File: config.mk
export PLATFORM = sky130hd
export DESIGN_NAME = inst_loader
export DESIGN_NICKNAME = d
export VERILOG_FILES = /design/src/rtl/inst_loader.sv
export SDC_FILE = /design/constraint.sdc
export NUM_CORES = 1
export LEC_CHECK = 0
export CORE_ASPECT_RATIO = 1.5
export CORE_MARGIN = 1
export CORE_UTILIZATION = 45
export CTS_BUF_LIST = sky130_fd_sc_hd__clkbuf_4
export DETAILED_ROUTE_END_ITERATION = 8
export HOLD_SLACK_MARGIN = 0.08
export PLACE_DENSITY = 0.79
export SKIP_CTS_REPAIR_TIMING = 1
export SYNTH_ARGS = -nofsm -noshare
export SYNTH_HDL_FRONTEND = slang
export SYNTH_SLANG_ARGS = --single-unit
export TNS_END_PERCENT = 1
File: constraint.sdc
create_clock -name clk -period 1.7 [get_ports clk]
set_clock_uncertainty 0.2 [all_clocks]
set_input_delay 0.34 -clock clk [delete_from_list [all_inputs] [get_ports clk]]
set_output_delay 0.34 -clock clk [all_outputs]
set_load 0.02 [all_outputs]
File: src/rtl/inst_loader.sv
// Boot-time instruction memory loader: assembles big-endian words from a byte
// stream, writes them to consecutive word addresses and holds the core in reset.
module inst_loader #(
  parameter int unsigned ADDR_W = 8
) (
  input  logic              clk,
  input  logic              rst,
  input  logic              start,
  input  logic [ADDR_W:0]   word_count,
  input  logic              byte_valid,
  input  logic [7:0]        byte_data,
  output logic              byte_ready,
  output logic              im_we,
  output logic [31:0]       im_addr,
  output logic [31:0]       im_wdata,
  output logic              cpu_rst_n,
  output logic              busy,
  output logic              done,
  output logic [7:0]        checksum
);

  localparam logic [ADDR_W:0] DEPTH   = {1'b1, {ADDR_W{1'b0}}};
  localparam int unsigned     ADDR_PAD = 30 - ADDR_W;

  typedef enum logic [1:0] {
    S_IDLE,
    S_RECV,
    S_WRITE,
    S_DONE
  } state_e;

  state_e              state_q, state_d;
  logic [ADDR_W:0]     cnt_q, cnt_d;
  logic [1:0]          byte_idx_q, byte_idx_d;
  logic [ADDR_W-1:0]   word_idx_q, word_idx_d;
  logic [31:0]         word_q, word_d;
  logic [7:0]          checksum_q, checksum_d;
  logic                cpu_rst_n_q, cpu_rst_n_d;

  logic [ADDR_W:0]     cnt_clamped;
  logic [ADDR_W:0]     word_idx_inc;

  always_comb begin
    cnt_clamped  = (word_count > DEPTH) ? DEPTH : word_count;
    // One bit wider than word_idx so the final index equals DEPTH without wrapping.
    word_idx_inc = {1'b0, word_idx_q} + (ADDR_W+1)'(1);
  end

  always_comb begin
    state_d     = state_q;
    cnt_d       = cnt_q;
    byte_idx_d  = byte_idx_q;
    word_idx_d  = word_idx_q;
    word_d      = word_q;
    checksum_d  = checksum_q;
    cpu_rst_n_d = cpu_rst_n_q;

    case (state_q)
      S_IDLE: begin
        if (start) begin
          cnt_d       = cnt_clamped;
          checksum_d  = '0;
          byte_idx_d  = '0;
          word_idx_d  = '0;
          cpu_rst_n_d = 1'b0;
          state_d     = (cnt_clamped == '0) ? S_DONE : S_RECV;
        end
      end
      S_RECV: begin
        if (byte_valid) begin
          word_d     = {word_q[23:0], byte_data};
          checksum_d = checksum_q ^ byte_data;
          byte_idx_d = byte_idx_q + 2'd1;
          if (byte_idx_q == 2'd3) begin
            state_d = S_WRITE;
          end
        end
      end
      S_WRITE: begin
        word_idx_d = word_idx_inc[ADDR_W-1:0];
        byte_idx_d = '0;
        state_d    = (word_idx_inc == cnt_q) ? S_DONE : S_RECV;
      end
      S_DONE: begin
        state_d = S_IDLE;
      end
      default: begin
        state_d = S_IDLE;
      end
    endcase

    // Release overrides the start-time clear so a zero-count session still releases.
    if (state_d == S_DONE) begin
      cpu_rst_n_d = 1'b1;
    end
  end

  always_ff @(posedge clk or negedge rst) begin
    if (!rst) begin
      state_q     <= S_IDLE;
      cnt_q       <= '0;
      byte_idx_q  <= '0;
      word_idx_q  <= '0;
      word_q      <= '0;
      checksum_q  <= '0;
      cpu_rst_n_q <= 1'b0;
    end else begin
      state_q     <= state_d;
      cnt_q       <= cnt_d;
      byte_idx_q  <= byte_idx_d;
      word_idx_q  <= word_idx_d;
      word_q      <= word_d;
      checksum_q  <= checksum_d;
      cpu_rst_n_q <= cpu_rst_n_d;
    end
  end

  always_comb begin
    byte_ready = (state_q == S_RECV);
    im_we      = (state_q == S_WRITE);
    busy       = (state_q == S_RECV) || (state_q == S_WRITE);
    done       = (state_q == S_DONE);
    im_addr    = im_we ? {{ADDR_PAD{1'b0}}, word_idx_q, 2'b00} : '0;
    im_wdata   = im_we ? word_q : '0;
    checksum   = checksum_q;
    cpu_rst_n  = cpu_rst_n_q;
  end

endmodule

; Word-level counts from Yosys, hierarchy flattened
; Cells that the tools add are included.
[word_totals]
regBits = 62
out_inout_bits = 77
[op_classes]
addsub = 2
n_lt_le_gt_ge = 1
n_eq_ne = 8
muxes = 19
bitwise_logic = 1
n_reduce_logical = 14
[op_table]
columns = op, n
row1 = $mux 32, 1
row2 = $pmux 8 s2, 2
row3 = $mux 8, 2
row4 = $mux 2, 7
row5 = $mux 10, 1
row6 = $add 8x1->9 const B, 1
row7 = $eq 9x9->1, 1
row8 = $gt 9x9->1 const B, 1
row9 = $logic_not 9->1, 1
row10 = $mux 9, 1
row11 = $eq 2x2->1 const B, 4
row12 = $pmux 2 s4, 1
row13 = $reduce_and 2->1, 4
row14 = $reduce_bool 2->1, 4
row15 = $xor 8x8->8, 1
row16 = $pmux 2 s3, 1
row17 = $reduce_and 3->1, 2
row18 = $ne 2x2->1 const B, 2
row19 = $mux 1, 3
row20 = $reduce_bool 3->1, 1
row21 = $add 2x1->2 const B, 1
row22 = $eq 2x1->1 const B, 1
row23 = $logic_not 2->1, 1
row24 = $logic_or 1x1->1, 1

; Depth between registers and ports, before layout
[depth]
depth_word = 9
depth_mapped = 9
ltp_nobuf = 7

; Worst setup path before layout
; OpenSTA, ideal clock, no wires.
[synth_timing]
path_type = register to output
startpoint = register state_q[0]
endpoint = output port im_wdata[11]
t_arrival_ns = 1.616
setup_slack_ns = -0.456
stages_incl_launch_ff = 6
n_path_buf = 2
cell_sequence = dfrtp_1 inv_1 ha_1 clkbuf_1 clkbuf_1 and2_1
[synth_between]
elab_chain_len = 2
[synth_rtl]
columns = element, line_no
row1 = "start, declared", 32  ; state_e state_q, state_d;
row2 = "start signal, assigned", 108  ; state_q <= state_d;
row3 = $eq 2x2->1, 120  ; im_we = (state_q == S_WRITE);
row4 = named net im_we, 13  ; output logic im_we,
row5 = $mux 32, 124  ; im_wdata = im_we ? word_q : '0;
row6 = "end, declared", 15  ; output logic [31:0] im_wdata,
; The timed path passes the listed nets, and every way through them passes these cells.

; Worst setup path after layout
[layout_timing]
startpoint = register state_q[0]
endpoint = output port im_addr[4]
[layout_between]
elab_chain_len = 2
[layout_rtl]
columns = element, line_no
row1 = $eq 2x2->1, 120
row2 = $mux 10, 123  ; im_addr = im_we ? {{ADDR_PAD{1'b0}}, word_idx_q, 2'b00} : '0;
row3 = "end, declared", 14  ; output logic [31:0] im_addr,
; No other way between the ends.

==> results.json <==
{
  "status": "finished, violations left",
  "violations": "setup timing",
  "dieArea_um2": 8160,
  "ys_ff_latch": 62,
  "yosysSeqAreaShare_pct": 44.3,
  "worst_slack_ns": -0.391,
  "yosysWarnings": 0,
  "path_class": "register to output port",
  "drc": 0,
  "dp_hpwl_um": 5520,
  "worstSetupEndpointType": "output port",
  "dpl.cell_count": 523,
  "grt_pass1_wl_um": 11900,
  "p_seq_share_pct": 43.5,
  "insertion_delay_ns": 0.42,
  "pin_count": 98,
  "met3_wirelength_um": 320,
  "clk_path_buf_depth": 2,
  "r2r_cells": 7,
  "htree_num_levels": 3,
  "r2r-end": "word_idx_q[5]",
  "synth_area_leaders": "dfrtp_1 44%, mux2_2 11%, and2_1 7.0%",
  "area_growth_pct": 36.3,
  "p_sw_share_pct": 38.0,
  "grt_use_total_pct": 19.6,
  "ir_worst_vdd_uv": 971,
  "synth.most_common_cell": "dfrtp_1",
  "layout_min_cycle_time_ns": 2.09,
  "r2r-start": "state_q[1]",
  "p_per_area_nw_per_um2": 1250,
  "fp-row-count": 39,
  "die_y_um": 110,
  "core-area_um2": 7560,
  "vias_per_cell": 5.00,
  "combPwrFrac_pct": 41.8,
  "num_vias": 2720,
  "yosysTopAreaCell": "dfrtp_1",
  "finalSetupTns_ns": -23.00,
  "stdcell_count": 544,
  "final_area_um2": 4780,
  "report.final.slew_viol_count": 0,
  "cts_tree": "yes",
  "antenna_found_initial": 0,
  "place_area_um2": 4520,
  "finalHoldViolCount": 0,
  "place_ws_ns": -0.548,
  "area.sequential_um2": 1550,
  "internal_power_mw": 3.71,
  "synth_top_area_share_pct": 44.3,
  "firstDrtPassIters": 4,
  "routedWlPerCell_um": 14.7,
  "portBuffers": 73,
  "synthDistinctLibCells": 47,
  "gp_congestion": 0.838,
  "clock-sinks": 62,
  "netlist_area_um2": 3510,
  "fin_crit_sh_pct": 123,
  "synthCells": 334,
  "synth_common_cells": "62 x dfrtp_1, 39 x and2_1, 34 x mux2_2",
  "grt_pass1_vias": 2611,
  "nets": 465,
  "worstPathArrival_ns": 1.55,
  "ys.flop_type": "dfrtp_1",
  "drive_above_1_share_pct": 40.5,
  "switching_power_mw": 2.27,
  "synth_edf_count": 0,
  "fp.dieW_um": 74.1,
  "whs_ns": 0.247,
  "worstPathRequired_ns": 1.16,
  "total_power_mw": 5.98,
  "avgSynthCellArea_um2": 10.5,
  "wl_met1_um": 3140,
  "numCtsBuffers": 9,
  "clkPwrFrac_pct": 14.8,
  "postRouteAntennaNets": 0,
  "hold_class": "input pin to async pin",
  "grt_max_degree": 63,
  "cts-root-buf": "clkbuf_4",
  "num_antenna_cells": 0,
  "fin_util_pct": 63.2,
  "regToRegSetupSlack_ns": -0.28,
  "gr-total-overflow": 0,
  "setup_viol": 97,
  "cp_max_fo": 23,
  "p_leak_nw": 2.41,
  "path_clk_slew_ns": 0.11,
  "start_util_pct": 46.4,
  "async_flop_share_pct": 100,
  "drt_iter0_markers": 149,
  "fmax_ghz": 0.478,
  "fillCellCount": 638,
  "multi_input_area_um2": 1880,
  "drt_wl_total_um": 7990,
  "rsz0062_at_grt": "true",
  "wl_met2_um": 4370,
  "maxUsedRoutingLayer": "met4",
  "cp-start-kind": "register",
  "cap_viol_max_count": 0
}
-- cells in the final DEF, fill, tap and decap left out, types with 2 or more instances in the layout --
cell type / Yosys / routed
a21o_1: 9 / 9
a21oi_1: 3 / 3
a22o_1: 16 / 16
and2_1: 39 / 13
and2_4: 0 / 26
buf_12: 0 / 4
buf_2: 6 / 3
buf_4: 24 / 34
buf_6: 2 / 28
buf_8: 1 / 2
clkbuf_2: 0 / 9
clkbuf_4: 0 / 9
clkdlybuf4s50_1: 0 / 19
clkinv_2: 0 / 2
clkinvlp_4: 0 / 3
conb_1: 1 / 24
dfrtp_1: 62 / 61
dlymetal6s2s_1: 0 / 11
ha_1: 7 / 3
ha_4: 0 / 3
inv_1: 5 / 3
mux2_2: 34 / 34
nand2_1: 28 / 27
nand2b_1: 11 / 10
nand3_1: 3 / 3
nor2_1: 4 / 4
nor2b_1: 2 / 2
nor3_1: 13 / 13
nor3b_1: 2 / 2
nor4_1: 2 / 2
nor4b_2: 1 / 2
o21ai_0: 14 / 13
o21ai_1: 5 / 4
o21ai_2: 0 / 2
xnor2_1: 5 / 5
xor2_1: 6 / 6
-- critical path, stage by stage, from the launching register on --
cell and delay [ns]:
dfrtp_1 0.40, inv_2 0.08, ha_4 0.19, buf_12 0.17
and2_1 0.14, buf_2 0.16
-- routing by layer --
layer / vias to the layer above / GRT usage, %
met3: 11 / 4.00
met1: 1317 / 22.4
met2: 81 / 33.4
met5: - / 0
li1: 1311 / -
met4: 0 / 11.5
-- sequential cells by signal, indices dropped and copies added, names as in the netlist --
signal,flops
byte_idx_q,2
state_q,2
word_idx_q,8
word_q,32
checksum,8
cpu_rst_n,1
cnt_q,9
-- worst max path at each step --
stage                          to       start  depth (start not counted)
floorplan           word_idx_q[7]  state_q[0]                          7
global placement      im_wdata[0]  state_q[0]                          4
detailed placement    im_wdata[0]  state_q[0]                          4
CTS                   im_wdata[0]  state_q[0]                          4
global route           im_addr[4]  state_q[0]                          5
finish                 im_addr[4]  state_q[0]                          5
-- kinds of logic (layout without fill, tap and decap cells) --
family / count (synthesis) / in the layout / share of synthesized area [%]
and+or+nand+nor: 116 / 116 / 19.3
DFF: 62 / 62 / 44.3
AOI/OAI and AO/OA: 54 / 54 / 10.9
buffers and inverters: 47 / 132 / 8.57
muxes: 36 / 36 / 11.6
xor gates and xnor gates: 11 / 11 / 2.75
adders and majority gates: 7 / 7 / 2.50
other: 1 / 24 / 0.107
-- area by class of cell --
cell class	count	area share [%]
tap	102	2.67
inverter	5	0.445
clock inverter	7	1.05
timing repair buffer	111	22.6
clock buffer	9	1.41
sequential	62	32.5
multi-input combinational	248	39.3
-- power by group through the flow --
stage | clock network, mW | logic, mW | registers (mW)
6_report | 0.884 | 2.50 | 2.60
5_1_grt | 0.983 | 2.72 | 2.69
4_1_cts | 0.912 | 2.42 | 2.59
3_5_place_dp | 0 | 2.41 | 2.62
3_3_place_gp | 0 | 2.32 | 2.59
2_1_floorplan | 0 | 1.66 | 2.58
No activity file was read; power rests on OpenSTA's default activity.
